===== config.mk =====
export PLATFORM = sky130hd
export DESIGN_NAME = fetch_unit_flat
export DESIGN_NICKNAME = d
export VERILOG_FILES = /design/src/rtl/fetch_unit_if.sv /design/src/rtl/fetch_unit.sv /design/src/flat_wrapper.sv
export SDC_FILE = /design/constraint.sdc
export NUM_CORES = 1
export LEC_CHECK = 0
export BUFFER_PORTS_ARGS = -buffer_cell sky130_fd_sc_hd__buf_2
export CAP_MARGIN = 5
export CORE_UTILIZATION = 55
export DETAILED_ROUTE_END_ITERATION = 12
export GPL_ROUTABILITY_DRIVEN = 0
export GPL_TIMING_DRIVEN = 0
export HOLD_SLACK_MARGIN = 0.12
export PLACE_DENSITY = 0.76
export SYNTH_ARGS = -nofsm -noshare
export SYNTH_HDL_FRONTEND = slang
export SYNTH_SLANG_ARGS = --single-unit
export TNS_END_PERCENT = 1

===== constraint.sdc =====
create_clock -name clk -period 4.9 [get_ports clk]
set_input_delay 0.735 -clock clk [delete_from_list [all_inputs] [get_ports clk]]
set_output_delay 0.735 -clock clk [all_outputs]
set_load 0.03 [all_outputs]

===== src/rtl/fetch_unit_if.sv =====
// Fetch front-end bundle: instruction-memory request/response, redirect and decode handoff.
interface fetch_unit_if #(
   parameter int XLEN = 32
);
   logic            imem_req_valid;
   logic            imem_req_ready;
   logic [XLEN-1:0] imem_addr;
   logic            imem_rsp_valid;
   logic [XLEN-1:0] imem_rsp_data;
   logic            redirect_valid;
   logic [XLEN-1:0] redirect_pc;
   logic            inst_valid;
   logic            inst_ready;
   logic [XLEN-1:0] inst_data;
   logic [XLEN-1:0] inst_pc;

   modport master (
      output imem_req_valid, imem_addr, inst_valid, inst_data, inst_pc,
      input  imem_req_ready, imem_rsp_valid, imem_rsp_data,
             redirect_valid, redirect_pc, inst_ready
   );

   modport slave (
      input  imem_req_valid, imem_addr, inst_valid, inst_data, inst_pc,
      output imem_req_ready, imem_rsp_valid, imem_rsp_data,
             redirect_valid, redirect_pc, inst_ready
   );
endinterface


===== src/rtl/fetch_unit.sv =====
// Instruction-fetch front end: credit-limited pipelined imem requests, in-order PC queue,
// first-word-fall-through prefetch FIFO, and redirect with stale-response dropping.
module fetch_unit #(
   parameter int              XLEN     = 32,
   parameter logic [XLEN-1:0] RESET_PC = '0,
   parameter int              DEPTH    = 4,
   parameter int              MAX_OUT  = 2
) (
   input logic          clk,
   input logic          rst,
   fetch_unit_if.master bus
);
   localparam int CW = $clog2(DEPTH + 1) + 1;
   localparam int PW = $clog2(DEPTH);
   localparam int QW = (MAX_OUT > 1) ? $clog2(MAX_OUT) : 1;
   localparam logic [CW-1:0] DEPTH_C   = CW'(DEPTH);
   localparam logic [CW-1:0] MAX_OUT_C = CW'(MAX_OUT);
   localparam logic [QW-1:0] Q_LAST    = QW'(MAX_OUT - 1);

   logic [XLEN-1:0] pc_q;
   logic [CW-1:0]   out_q;
   logic [CW-1:0]   drop_q;
   logic [CW-1:0]   cnt_q;
   logic [PW-1:0]   rd_ptr;
   logic [PW-1:0]   wr_ptr;
   logic [QW-1:0]   pq_rd;
   logic [QW-1:0]   pq_wr;
   logic [XLEN-1:0] fifo_data [DEPTH];
   logic [XLEN-1:0] fifo_pc   [DEPTH];
   logic [XLEN-1:0] pc_queue  [MAX_OUT];

   logic          accept;
   logic          rsp;
   logic          push;
   logic          pop;
   logic [CW-1:0] credit;
   logic [CW-1:0] out_next;
   logic          unused_redirect_bits;

   assign unused_redirect_bits = ^bus.redirect_pc[1:0];

   // Slots already spoken for: live (non-dropped) requests plus buffered entries.
   assign credit             = out_q - drop_q + cnt_q;
   assign bus.imem_req_valid = rst && (out_q < MAX_OUT_C) && (credit < DEPTH_C);
   assign bus.imem_addr      = pc_q;
   assign bus.inst_valid     = (cnt_q != '0);
   assign bus.inst_data      = fifo_data[rd_ptr];
   assign bus.inst_pc        = fifo_pc[rd_ptr];

   assign accept   = bus.imem_req_valid && bus.imem_req_ready;
   assign rsp      = rst && bus.imem_rsp_valid;
   assign push     = rsp && (drop_q == '0) && !bus.redirect_valid;
   assign pop      = bus.inst_valid && bus.inst_ready;
   assign out_next = out_q + CW'(accept) - CW'(rsp);

   always_ff @(posedge clk) begin
      if (!rst) begin
         pc_q   <= RESET_PC;
         out_q  <= '0;
         drop_q <= '0;
         cnt_q  <= '0;
         rd_ptr <= '0;
         wr_ptr <= '0;
         pq_rd  <= '0;
         pq_wr  <= '0;
      end else begin
         out_q <= out_next;
         if (accept) pq_wr <= (pq_wr == Q_LAST) ? '0 : pq_wr + QW'(1);
         if (rsp)    pq_rd <= (pq_rd == Q_LAST) ? '0 : pq_rd + QW'(1);
         // Redirect flushes the buffer and marks every request still in flight as stale.
         if (bus.redirect_valid) begin
            pc_q   <= {bus.redirect_pc[XLEN-1:2], 2'b00};
            drop_q <= out_next;
            cnt_q  <= '0;
            rd_ptr <= '0;
            wr_ptr <= '0;
         end else begin
            if (accept) pc_q <= pc_q + XLEN'(4);
            if (rsp && (drop_q != '0)) drop_q <= drop_q - CW'(1);
            cnt_q <= cnt_q + CW'(push) - CW'(pop);
            if (push) wr_ptr <= wr_ptr + PW'(1);
            if (pop)  rd_ptr <= rd_ptr + PW'(1);
         end
      end
   end

   always_ff @(posedge clk) begin
      if (accept) pc_queue[pq_wr] <= pc_q;
      if (push) begin
         fifo_data[wr_ptr] <= bus.imem_rsp_data;
         fifo_pc[wr_ptr]   <= pc_queue[pq_rd];
      end
   end

`ifndef SYNTHESIS
   always @(posedge clk) begin
      if (rst) begin
         assert (out_q <= MAX_OUT_C);
         assert (cnt_q <= DEPTH_C);
         assert (!(bus.imem_rsp_valid && (out_q == '0)));
         assert (RESET_PC[1:0] == 2'b00);
      end
   end
`endif
endmodule


===== src/flat_wrapper.sv =====
// flat-port wrapper written by rule: the top's interface ports become plain ports
module fetch_unit_flat 
#(
   parameter int              XLEN     = 32,
   parameter logic [XLEN-1:0] RESET_PC = '0,
   parameter int              DEPTH    = 4,
   parameter int              MAX_OUT  = 2
)
  (clk, rst, bus_imem_req_valid, bus_imem_addr, bus_inst_valid, bus_inst_data, bus_inst_pc, bus_imem_req_ready, bus_imem_rsp_valid, bus_imem_rsp_data, bus_redirect_valid, bus_redirect_pc, bus_inst_ready);
  fetch_unit_if #(.XLEN(XLEN)) bus_i ();
  input logic clk;
  input logic rst;
  output wire logic [$bits(bus_i.imem_req_valid)-1:0] bus_imem_req_valid;
  output wire logic [$bits(bus_i.imem_addr)-1:0] bus_imem_addr;
  output wire logic [$bits(bus_i.inst_valid)-1:0] bus_inst_valid;
  output wire logic [$bits(bus_i.inst_data)-1:0] bus_inst_data;
  output wire logic [$bits(bus_i.inst_pc)-1:0] bus_inst_pc;
  input wire logic [$bits(bus_i.imem_req_ready)-1:0] bus_imem_req_ready;
  input wire logic [$bits(bus_i.imem_rsp_valid)-1:0] bus_imem_rsp_valid;
  input wire logic [$bits(bus_i.imem_rsp_data)-1:0] bus_imem_rsp_data;
  input wire logic [$bits(bus_i.redirect_valid)-1:0] bus_redirect_valid;
  input wire logic [$bits(bus_i.redirect_pc)-1:0] bus_redirect_pc;
  input wire logic [$bits(bus_i.inst_ready)-1:0] bus_inst_ready;
  assign bus_imem_req_valid = bus_i.imem_req_valid;
  assign bus_imem_addr = bus_i.imem_addr;
  assign bus_inst_valid = bus_i.inst_valid;
  assign bus_inst_data = bus_i.inst_data;
  assign bus_inst_pc = bus_i.inst_pc;
  assign bus_i.imem_req_ready = bus_imem_req_ready;
  assign bus_i.imem_rsp_valid = bus_imem_rsp_valid;
  assign bus_i.imem_rsp_data = bus_imem_rsp_data;
  assign bus_i.redirect_valid = bus_redirect_valid;
  assign bus_i.redirect_pc = bus_redirect_pc;
  assign bus_i.inst_ready = bus_inst_ready;
  fetch_unit #(.XLEN(XLEN), .RESET_PC(RESET_PC), .DEPTH(DEPTH), .MAX_OUT(MAX_OUT)) u_core (.clk(clk), .rst(rst), .bus(bus_i));
endmodule

; Yosys cells after proc, flatten, opt, wreduce, memory -nomap -nowiden
; Memories as Yosys holds them, arrays and structs flattened. A register that Yosys moved wholly into a read port is not among the register bits.
; Index checks and enable logic that the tools add are counted.
[word_totals]
elab_cells = 58
register_bits = 50
input_bits = 70
out_inout_bits = 98
ramBits = 320
mem_count = 3
[memory_table]
columns = memory, depth, word_bits, rd, rd_ports_with_merged_regs, write_ports, line_no
row1 = u_core.fifo_data, 4, 32, 1, 1, 1, fetch_unit.sv:28  ; logic [XLEN-1:0] fifo_data [DEPTH];
row2 = u_core.fifo_pc, 4, 32, 1, 1, 1, fetch_unit.sv:29  ; logic [XLEN-1:0] fifo_pc [DEPTH];
row3 = u_core.pc_queue, 2, 32, 1, 1, 1, fetch_unit.sv:30  ; logic [XLEN-1:0] pc_queue [MAX_OUT];
[op_classes]
n_lt_le_gt_ge = 2
add_sub_neg = 12
n_bitwise = 1
mux = 16
reduce_logical = 15
[ops]
columns = operator, n
row1 = $mux 32, 2
row2 = $add 32x3->32 const B, 1
row3 = $add 4x1->4, 2
row4 = $logic_and 1x1->1, 8
row5 = $mux 1, 8
row6 = $mux 2, 4
row7 = $mux 4, 2
row8 = $reduce_bool 4->1, 2
row9 = $sub 4x1->4, 2
row10 = $add 2x1->2 const B, 2
row11 = $add 4x4->4, 1
row12 = $logic_not 4->1, 1
row13 = $lt 4x2->1 const B, 1
row14 = $lt 4x3->1 const B, 1
row15 = $reduce_bool 2->1, 2
row16 = $sub 4x1->4 const B, 1
row17 = $sub 4x4->4, 1
row18 = $add 1x1->1 const B, 2
row19 = $reduce_or 2->1, 1
row20 = $logic_not 1->1, 1
row21 = $not 1->1, 1

; Depth between registers and ports, before layout
; Gate-level depths: netlist (run 1).
[logic_depth]
ltp_word = 8
ltp_mapped = 18
ltp_nobuf = 15

; Worst setup path after synthesis (run 1)
; OpenSTA, ideal clock, no wires.
[synth_path]
path_kind = register -> register
startpoint = reg u_core.cnt_q[1]
endpoint = mem u_core.pc_queue[0][10] (enable)
arrival_time_ns = 4.069
synth_period_minus_slack_ns = 4.486
path_stages_with_launch = 13
slack_ns = 0.414
required_time_ns = 4.483
setup_ns = 0.417
cell_sequence = dfxtp_1 > inv_1 > fa_1 > inv_1 > ha_1 > and3b_1 > or2_0 > or4_1 > buf_2 > and2_4 > buf_6 > clkbuf_1 > nor2_1
[synth_between]
elab_chain_len = 6
[synth_lines]
columns = item, line_no
row1 = from (decl), fetch_unit.sv:23  ; logic [CW-1:0] cnt_q;
row2 = from (signal assigned), fetch_unit.sv:80  ; cnt_q <= cnt_q + CW'(push) - CW'(pop);
row3 = $add 4x4->4, fetch_unit.sv:43  ; assign credit = out_q - drop_q + cnt_q;
row4 = $lt 4x3->1, fetch_unit.sv:44  ; assign bus.imem_req_valid = rst && (out_q < MAX_OUT_C) && (credit < DEPTH_C);
row5 = $logic_and 1x1->1, fetch_unit.sv:44
row6 = $logic_and 1x1->1, fetch_unit.sv:50  ; assign accept = bus.imem_req_valid && bus.imem_req_ready;
row7 = $mux 1, fetch_unit.sv:88  ; if (accept) pc_queue[pq_wr] <= pc_q;
row8 = $mux 1 (not written as such), fetch_unit.sv:88
row9 = to (decl), fetch_unit.sv:30
; No other way between the ends.

; Worst setup path in the final report (run 1)
[layout_path]
startpoint = reg u_core.cnt_q[1]
endpoint = reg u_core.drop_q[1]
[layout_between]
elab_chain_len = 7
[layout_lines]
columns = item, line_no
row1 = $add 4x4->4, fetch_unit.sv:43
row2 = $lt 4x3->1, fetch_unit.sv:44
row3 = $logic_and 1x1->1, fetch_unit.sv:44
row4 = $logic_and 1x1->1, fetch_unit.sv:50
row5 = $add 4x1->4, fetch_unit.sv:54  ; assign out_next = out_q + CW'(accept) - CW'(rsp);
row6 = $sub 4x1->4, fetch_unit.sv:54
row7 = $mux 4, fetch_unit.sv:71  ; if (bus.redirect_valid) begin
row8 = to (signal assigned), fetch_unit.sv:73  ; drop_q <= out_next;
row9 = to (signal assigned), fetch_unit.sv:79  ; if (rsp && (drop_q != '0)) drop_q <= drop_q - CW'(1);
row10 = to (decl), fetch_unit.sv:22  ; logic [CW-1:0] drop_q;
; No other way between the ends.
; A chain may end at the register's enable or synchronous reset.

==> flow_summary.yaml, run 1 <==
status:
  status: "complete, no violations"
worst_setup_path:
  critPathArrivalTime_ns: 4.89
  r2r.worst_path.cells: 18
  r2r_end: "u_core.drop_q[1]"
  rr_startpoint: "u_core.cnt_q[1]"
  rrSetupSlack_ns: 0.39
  crit_path_end_kind: "register"
  worstPathRequired_ns: 5.28
  crit_path_max_fanout: 10
  crit_type: "reg2reg"
  critical_path.startpoint_type: "register"
cells_and_area:
  fin_nets: 1098
  fin_cells: 1362
  drive_gt1_share_pct: 32.1
  antenna_cells: 0
  area_delta_synth_final_pct: 18.7
timing:
  fin_crit_ns: 4.51
  rsz0062_at_grt: "no"
  slew_viol_final: 0
  worst_pin_slew_ns: 1.04
  skew_ns: 0.0158
  hold_viol_final: 0
  fmax_mhz: 222
  finalWorstSetupSlack_ns: 0.390
  max_slew_margin_pct: 29.8
  period_share_pct: 92.0
  setup_viol: 0
  tns_ns: 0
placed_design:
  dpl.hpwl_um: 18800
  portBuffers: 160
  place_ws_ns: 0.426
  dp.cells: 1296
pwr:
  power_density_nw_per_um2: 471
  power.total_w: 0.00793
  vdd_drop_max_mv: 0.411
  leakagePower_nw: 5.74
clock_network:
  post-cts-setup-buffer-count: 0
  post_cts_resize_count: 0
  cts_hold_buf: 0
  numClockSinks: 359
  cts_buffers: 37
  htree_levels: 2
  root_buffer: "clkbuf_16"
  cts.path.max_buffers: 3
  cts_tree: "built"
  worstSkewPairLatency_ns: 0.52
  cts.clk_slew.worst_paths_ns: 0.06
die:
  fp-row-count: 58
  die_area_um2: 26400
  die_x_um: 163
  fp.dieH_um: 163
  initial_core_util_pct: 56.1
  io_pins: 168
  core_um2: 25300
routing:
  postRouteAntennaNets: 0
  vias_per_cell: 5.74
  finalWirelength_um: 29000
  dr.pass1.iters: 7
  route.vias.total: 7813
  drcViolationCount: 0
  wl_per_cell_um: 21.3
  first_iter_violations: 644
logic_synthesis:
  yosysWarnings: 0
  avgSynthCellArea_um2: 17.8
  netlist_instances: 798
  async_flop_share_pct: 0
  synth-seq-area-share_pct: 72.4
  ys_ff_latch: 359
  synthFlopType: "edfxtp_1"
  synth.distinct_cells: 58
  netlist_area_um2: 14200
  synth_edf_count: 308
hold_path:
  holdPathStages: 1
  min_to: "u_core.fifo_data[2][11]"
  hp-class: "in2reg"
  hp-start: "bus_imem_rsp_data[11]"
run:
  max-cap-violations: 0
global_routing:
  grt_pass1_wl_um: 44000
  overflow: 0
  globalRouteTotalUtil_pct: 22.5
  antenna_found_initial: 0
  grt_max_degree: 59
  grt_pass1_vias: 7822
per-layer routing:
metal / track usage [%] / up-vias / share of wire, %
li1: - / 3545 / -
met2: 37.1 / 323 / 49
met1: 30.3 / 3893 / 41
met4: 7.01 / 0 / 2.2
met3: 4.41 / 52 / 7.5
met5: 0 / - / 0
layout by cell type, fill, tap and decap left out, drive strengths merged, types with 7 or more instances in the layout:
master,instances
a21oi,19
and2,13
buf,179
clkbuf,67
clkinv,11
dfxtp,51
edfxtp,308
ha,19
inv,33
mux2,31
mux4,62
nand2,35
nand3,12
nand4,12
nor2,34
nor3,9
o21ai,18
xnor2,23
xor2,7
kinds of logic (layout without fill, tap and decap cells):
kind of cell               count (synthesis)  in the layout  synth area share [%]
AOI/OAI and AO/OA                         80             80                  3.88
xor gates and xnor gates                  31             31                  2.01
adders and majority gates                 23             23                  2.24
buffers and inverters                     69            300                  2.02
DFF                                      359            359                  72.4
muxes                                     95             95                  12.5
other                                      1              4                0.0264
and+or+nand+nor                          140            140                  4.94
through the flow:
step	cell area (um^2)	util (%)	hold WS [ns]
CTS	16800	66.6	0.412
global placement	15400	61.0	0.494
detailed placement	15600	61.6	0.503
finish	16800	66.6	0.432
global route	16800	66.6	0.416
floorplan	14200	-	0.480
sequential cells by signal (all words and copies together), names as in the netlist, 4 cells and up, named ones only:
signal,count
u_core.fifo_data,128
u_core.cnt_q,4
u_core.out_q,4
u_core.bus.imem_addr,30
u_core.fifo_pc,120
u_core.pc_queue,60
u_core.drop_q,4
cells in the mapped netlist (all sizes together) (3+ instances only):
cell     count  area share [%]
o211a        3            0.21
nor3b        4            0.21
inv         31            0.82
nor2        34            0.90
ha          19             1.7
dfxtp       51             7.2
o211ai       4            0.21
a21oi       19            0.67
nand3       12            0.42
or4          3            0.16
and2        13            0.59
nor3         9            0.32
o21ai       18            0.64
nand4       12            0.53
a211oi       6            0.32
and3         5            0.22
xnor2       23             1.4
buf         14            0.56
fa           4            0.56
xor2         7            0.43
nand2       35            0.93
mux2        31             2.5
mux4        62             9.8
edfxtp     308              65
a21boi       5            0.26
clkbuf      23            0.61
a221o        3            0.21
or3          3            0.13
a2111oi      6            0.41
critical path, cell delays in order (launching register included):
cell and delay [ns]:
dfxtp_1 0.39, inv_1 0.12, fa_1 0.54, inv_1 0.04
ha_1 0.27, and3b_1 0.20, or2_0 0.22, or4_1 0.49
buf_2 0.22, and2_4 0.19, buf_6 0.12, inv_2 0.13
buf_4 0.24, ha_1 0.21, inv_1 0.06, fa_1 0.50
inv_1 0.05, a221oi_1 0.32, nor2_1 0.06
area by class of cell:
class                      instances  area [um^2]
fill                            1701         8430
tap                              330          413
inverter                          32          120
multi-input combinational        373         3650
timing repair buffer             165          938
buffer                            37          166
sequential                       359        10300
clock inverter                    22          273
clock buffer                      44          995
worst max-delay path by stage:
stage / startpoint / end / slack [ns] / depth (start not counted)
floorplan: u_core.cnt_q[1] / u_core.pc_queue[0][10] / 0.41 / 12
global placement: u_core.cnt_q[1] / u_core.pc_queue[0][3] / -0.74 / 12
detailed placement: u_core.cnt_q[1] / u_core.drop_q[1] / 0.43 / 18
CTS: u_core.cnt_q[1] / u_core.drop_q[1] / 0.42 / 18
global route: u_core.cnt_q[1] / u_core.drop_q[1] / 0.23 / 18
finish: u_core.cnt_q[1] / u_core.drop_q[1] / 0.39 / 18
power breakdown:
part	internal (W)	leakage, nW	switching, W
logic	0.000546	1.92	0.000876
registers	0.00353	3.21	0.0000935
clock network	0.00177	0.611	0.00112
No activity file was read; power rests on OpenSTA's default activity.
==> run 2, diff against run 1 <==
Settings changed: CORE_UTILIZATION 55 to 52, PLACE_DENSITY 0.76 to 0.75.
Clock period 4.9 ns to 3.65 ns, I/O delays scaled along.
==> run 2 against run 1 <==
The flow now finishes with violations (negative setup slack). Global-route usage decreased by 1.5 points. Critical path depth decreased by 1. Highest routed layer unchanged. Power is 31% higher. Non-clock buffer count is 4 higher. Setup slack lost 0.49 ns.
==> flow_summary.yaml, run 2 (synthesized netlist as in run 1, its figures left out) <==
status:
  status: "complete, but fails checks"
  failed_checks: "negative setup slack"
pwr:
  vdd_drop_max_mv: 0.402
  power_density_nw_per_um2: 620
  combPwrFrac_pct: 18.8
  switching_share_pct: 26.6
  clockPowerShare_pct: 34.5
  internal-power_w: 0.00766
  leakagePower_nw: 5.72
  p_sw_w: 0.00277
  power_frac_seq_pct: 46.7
cells_and_area:
  top_register: "u_core.fifo_data"
  layout_common_cells: "edfxtp_1, buf_2, mux4_2"
  reg_top3: "u_core.fifo_data x128, u_core.fifo_pc x120, u_core.pc_queue x60"
  largest_reg_flops: 128
  drive_gt1_share_pct: 32.3
  area_delta_synth_final_pct: 18.7
  antenna_cells: 0
  layout_commonest_cell: "edfxtp_1"
  fin_cells: 1375
  fin_nets: 1102
  final_util_pct: 62.6
hold_path:
  hp-class: "in2reg"
die:
  fp-row-count: 60
  fp.dieH_um: 167
  io_pins: 168
  initial_core_util_pct: 52.8
  die_area_um2: 27900
  core_um2: 26900
  die_x_um: 167
timing:
  max_slew_margin_pct: 32.5
  fin_crit_ns: 3.75
  hold_viol_final: 0
  period_share_pct: 103
  finalWorstSetupSlack_ns: -0.0977
  slew_viol_final: 0
  fmax_mhz: 267
  skew_ns: 0.0147
  worst_pin_slew_ns: 1.00
  setup_viol: 28
  rsz0062_at_grt: "yes"
worst_setup_path:
  rr_startpoint: "u_core.cnt_q[1]"
  critical_path.startpoint_type: "register"
  critPathArrivalTime_ns: 4.13
  crit_chain: "inv_2 -> fa_1 -> inv_1 -> ha_1 -> and3b_1 -> or2_1 -> or4_1 -> buf_6 -> and2_4 -> buf_6 -> inv_12 -> ha_4 -> inv_1 -> fa_1 -> inv_1 -> a221oi_2 -> nor2_1"
  crit_buf_inv: 7
  critPathMaxStageDelay_ns: 0.55
  cp.depth: 17
  cp_common_cell: "inv_1"
  crit_type: "reg2reg"
  slowest_stage: "fa_1"
  r2r.worst_path.cells: 17
  crit_path_end_kind: "register"
  crit_path_start: "u_core.cnt_q[1]"
  crit_path_max_fanout: 7
  crit_family: "adder cells"
  crit_path_end: "u_core.drop_q[1]"
  r2r_end: "u_core.drop_q[1]"
  rrSetupSlack_ns: -0.1
  worstPathRequired_ns: 4.03
routing:
  drcViolationCount: 0
  route.vias.total: 7836
  first_iter_violations: 670
  dr.pass1.iters: 5
  postRouteAntennaNets: 0
  vias_per_cell: 5.70
  finalWirelength_um: 28900
  wl_per_cell_um: 21.0
global_routing:
  overflow: 0
  globalRouteTotalUtil_pct: 20.9
  grt_max_degree: 57
  grt_pass1_vias: 7965
  grt_pass1_wl_um: 44000
  antenna_found_initial: 0
placed_design:
  dpl.hpwl_um: 18700
  dp.cells: 1306
  portBuffers: 160
clock_network:
  cts_buffers: 36
  root_buffer: "clkbuf_16"
  numClockSinks: 359
  cts.path.max_buffers: 3
  cts.clk_slew.worst_paths_ns: 0.06
  cts_tree: "built"
  htree_levels: 2
  worstSkewPairLatency_ns: 0.51
  cts_hold_buf: 0
run:
  max-cap-violations: 0
[run 2: cell types whose count changed in the layout (fill, tap and decap cells not counted), sizes merged, moves of 2 or more]
cell,before,now
clkbuf,67,71
clkinvlp,4,2
bufinv,6,4
buf,179,182
inv,33,31
[run 2: area by class of cell]
class	count	area, um^2
inverter	32	133
timing repair buffer	170	981
buffer	36	171
multi-input combinational	374	3690
sequential	359	10300
clock inverter	15	180
fill	1925	10000
clock buffer	48	967
tap	341	427
[run 2: power groups by stage]
stage          registers, W  clock network, W  logic [W]
2_1_floorplan       0.00496                 0    0.00134
3_3_place_gp        0.00495                 0    0.00185
3_5_place_dp        0.00495                 0    0.00188
4_1_cts             0.00487           0.00364    0.00194
5_1_grt             0.00489           0.00380    0.00213
6_report            0.00487           0.00359    0.00196
[run 2: how the worst min path moves through the flow]
| stage | from | endpoint | slack [ns] | depth (start not counted) |
|---|---|---|---|---|
| floorplan | u_core.pq_rd | register | 0.48 | 2 |
| global placement | u_core.pq_rd | u_core.pq_rd | 0.50 | 2 |
| detailed placement | u_core.pq_rd | register | 0.51 | 2 |
| CTS | bus_imem_rsp_data[4] | u_core.fifo_data[2][4] | 0.23 | 1 |
| global route | bus_imem_rsp_data[4] | u_core.fifo_data[1][4] | 0.24 | 1 |
| finish | bus_imem_rsp_data[4] | u_core.fifo_data[1][4] | 0.25 | 1 |
[run 2: stage by stage]
stage	area [um^2]	power [W]	setup slack (ns)	TNS, ns	hold WS, ns
after floorplan	14200	0.00630	-0.0613	-0.0613	0.480
after global placement	15500	0.00680	-1.46	-370.65	0.495
after detailed placement	15600	0.00684	-0.412	-21.82	0.510
after CTS	16800	0.0105	-0.104	-2.85	0.229
after global routing	16800	0.0108	-0.213	-6.25	0.242
final	16800	0.0104	-0.0977	-0.289	0.251
[run 2: what timing repair did]
| item | 4_1_cts | 5_1_grt |
|---|---|---|
| setup buffers | 5 | 1 |
| resized for setup | 5 | 3 |
| endpoints found under the setup margin | 74 | 73 |
| pin swaps | 2 | 1 |
| gates cloned | 1 | 0 |
[run 2: per-layer routing]
| metal | vias to the layer above | GRT usage [%] | share of wire, % |
|---|---|---|---|
| met1 | 3911 | 27.8 | 41 |
| met2 | 310 | 34.7 | 49 |
| met5 | - | 0 | 0 |
| met4 | 0 | 8.06 | 2.5 |
| li1 | 3557 | - | - |
| met3 | 58 | 3.76 | 7.3 |
[run 2: worst reg2reg max path, cell delays in order (launching register included)]
cell	delay, ns
dfxtp_2	0.33
inv_2	0.06
fa_1	0.55
inv_1	0.05
ha_1	0.27
and3b_1	0.20
or2_1	0.23
or4_1	0.42
buf_6	0.14
and2_4	0.15
buf_6	0.14
inv_12	0.07
ha_4	0.12
inv_1	0.04
fa_1	0.50
inv_1	0.06
a221oi_2	0.24
nor2_1	0.06
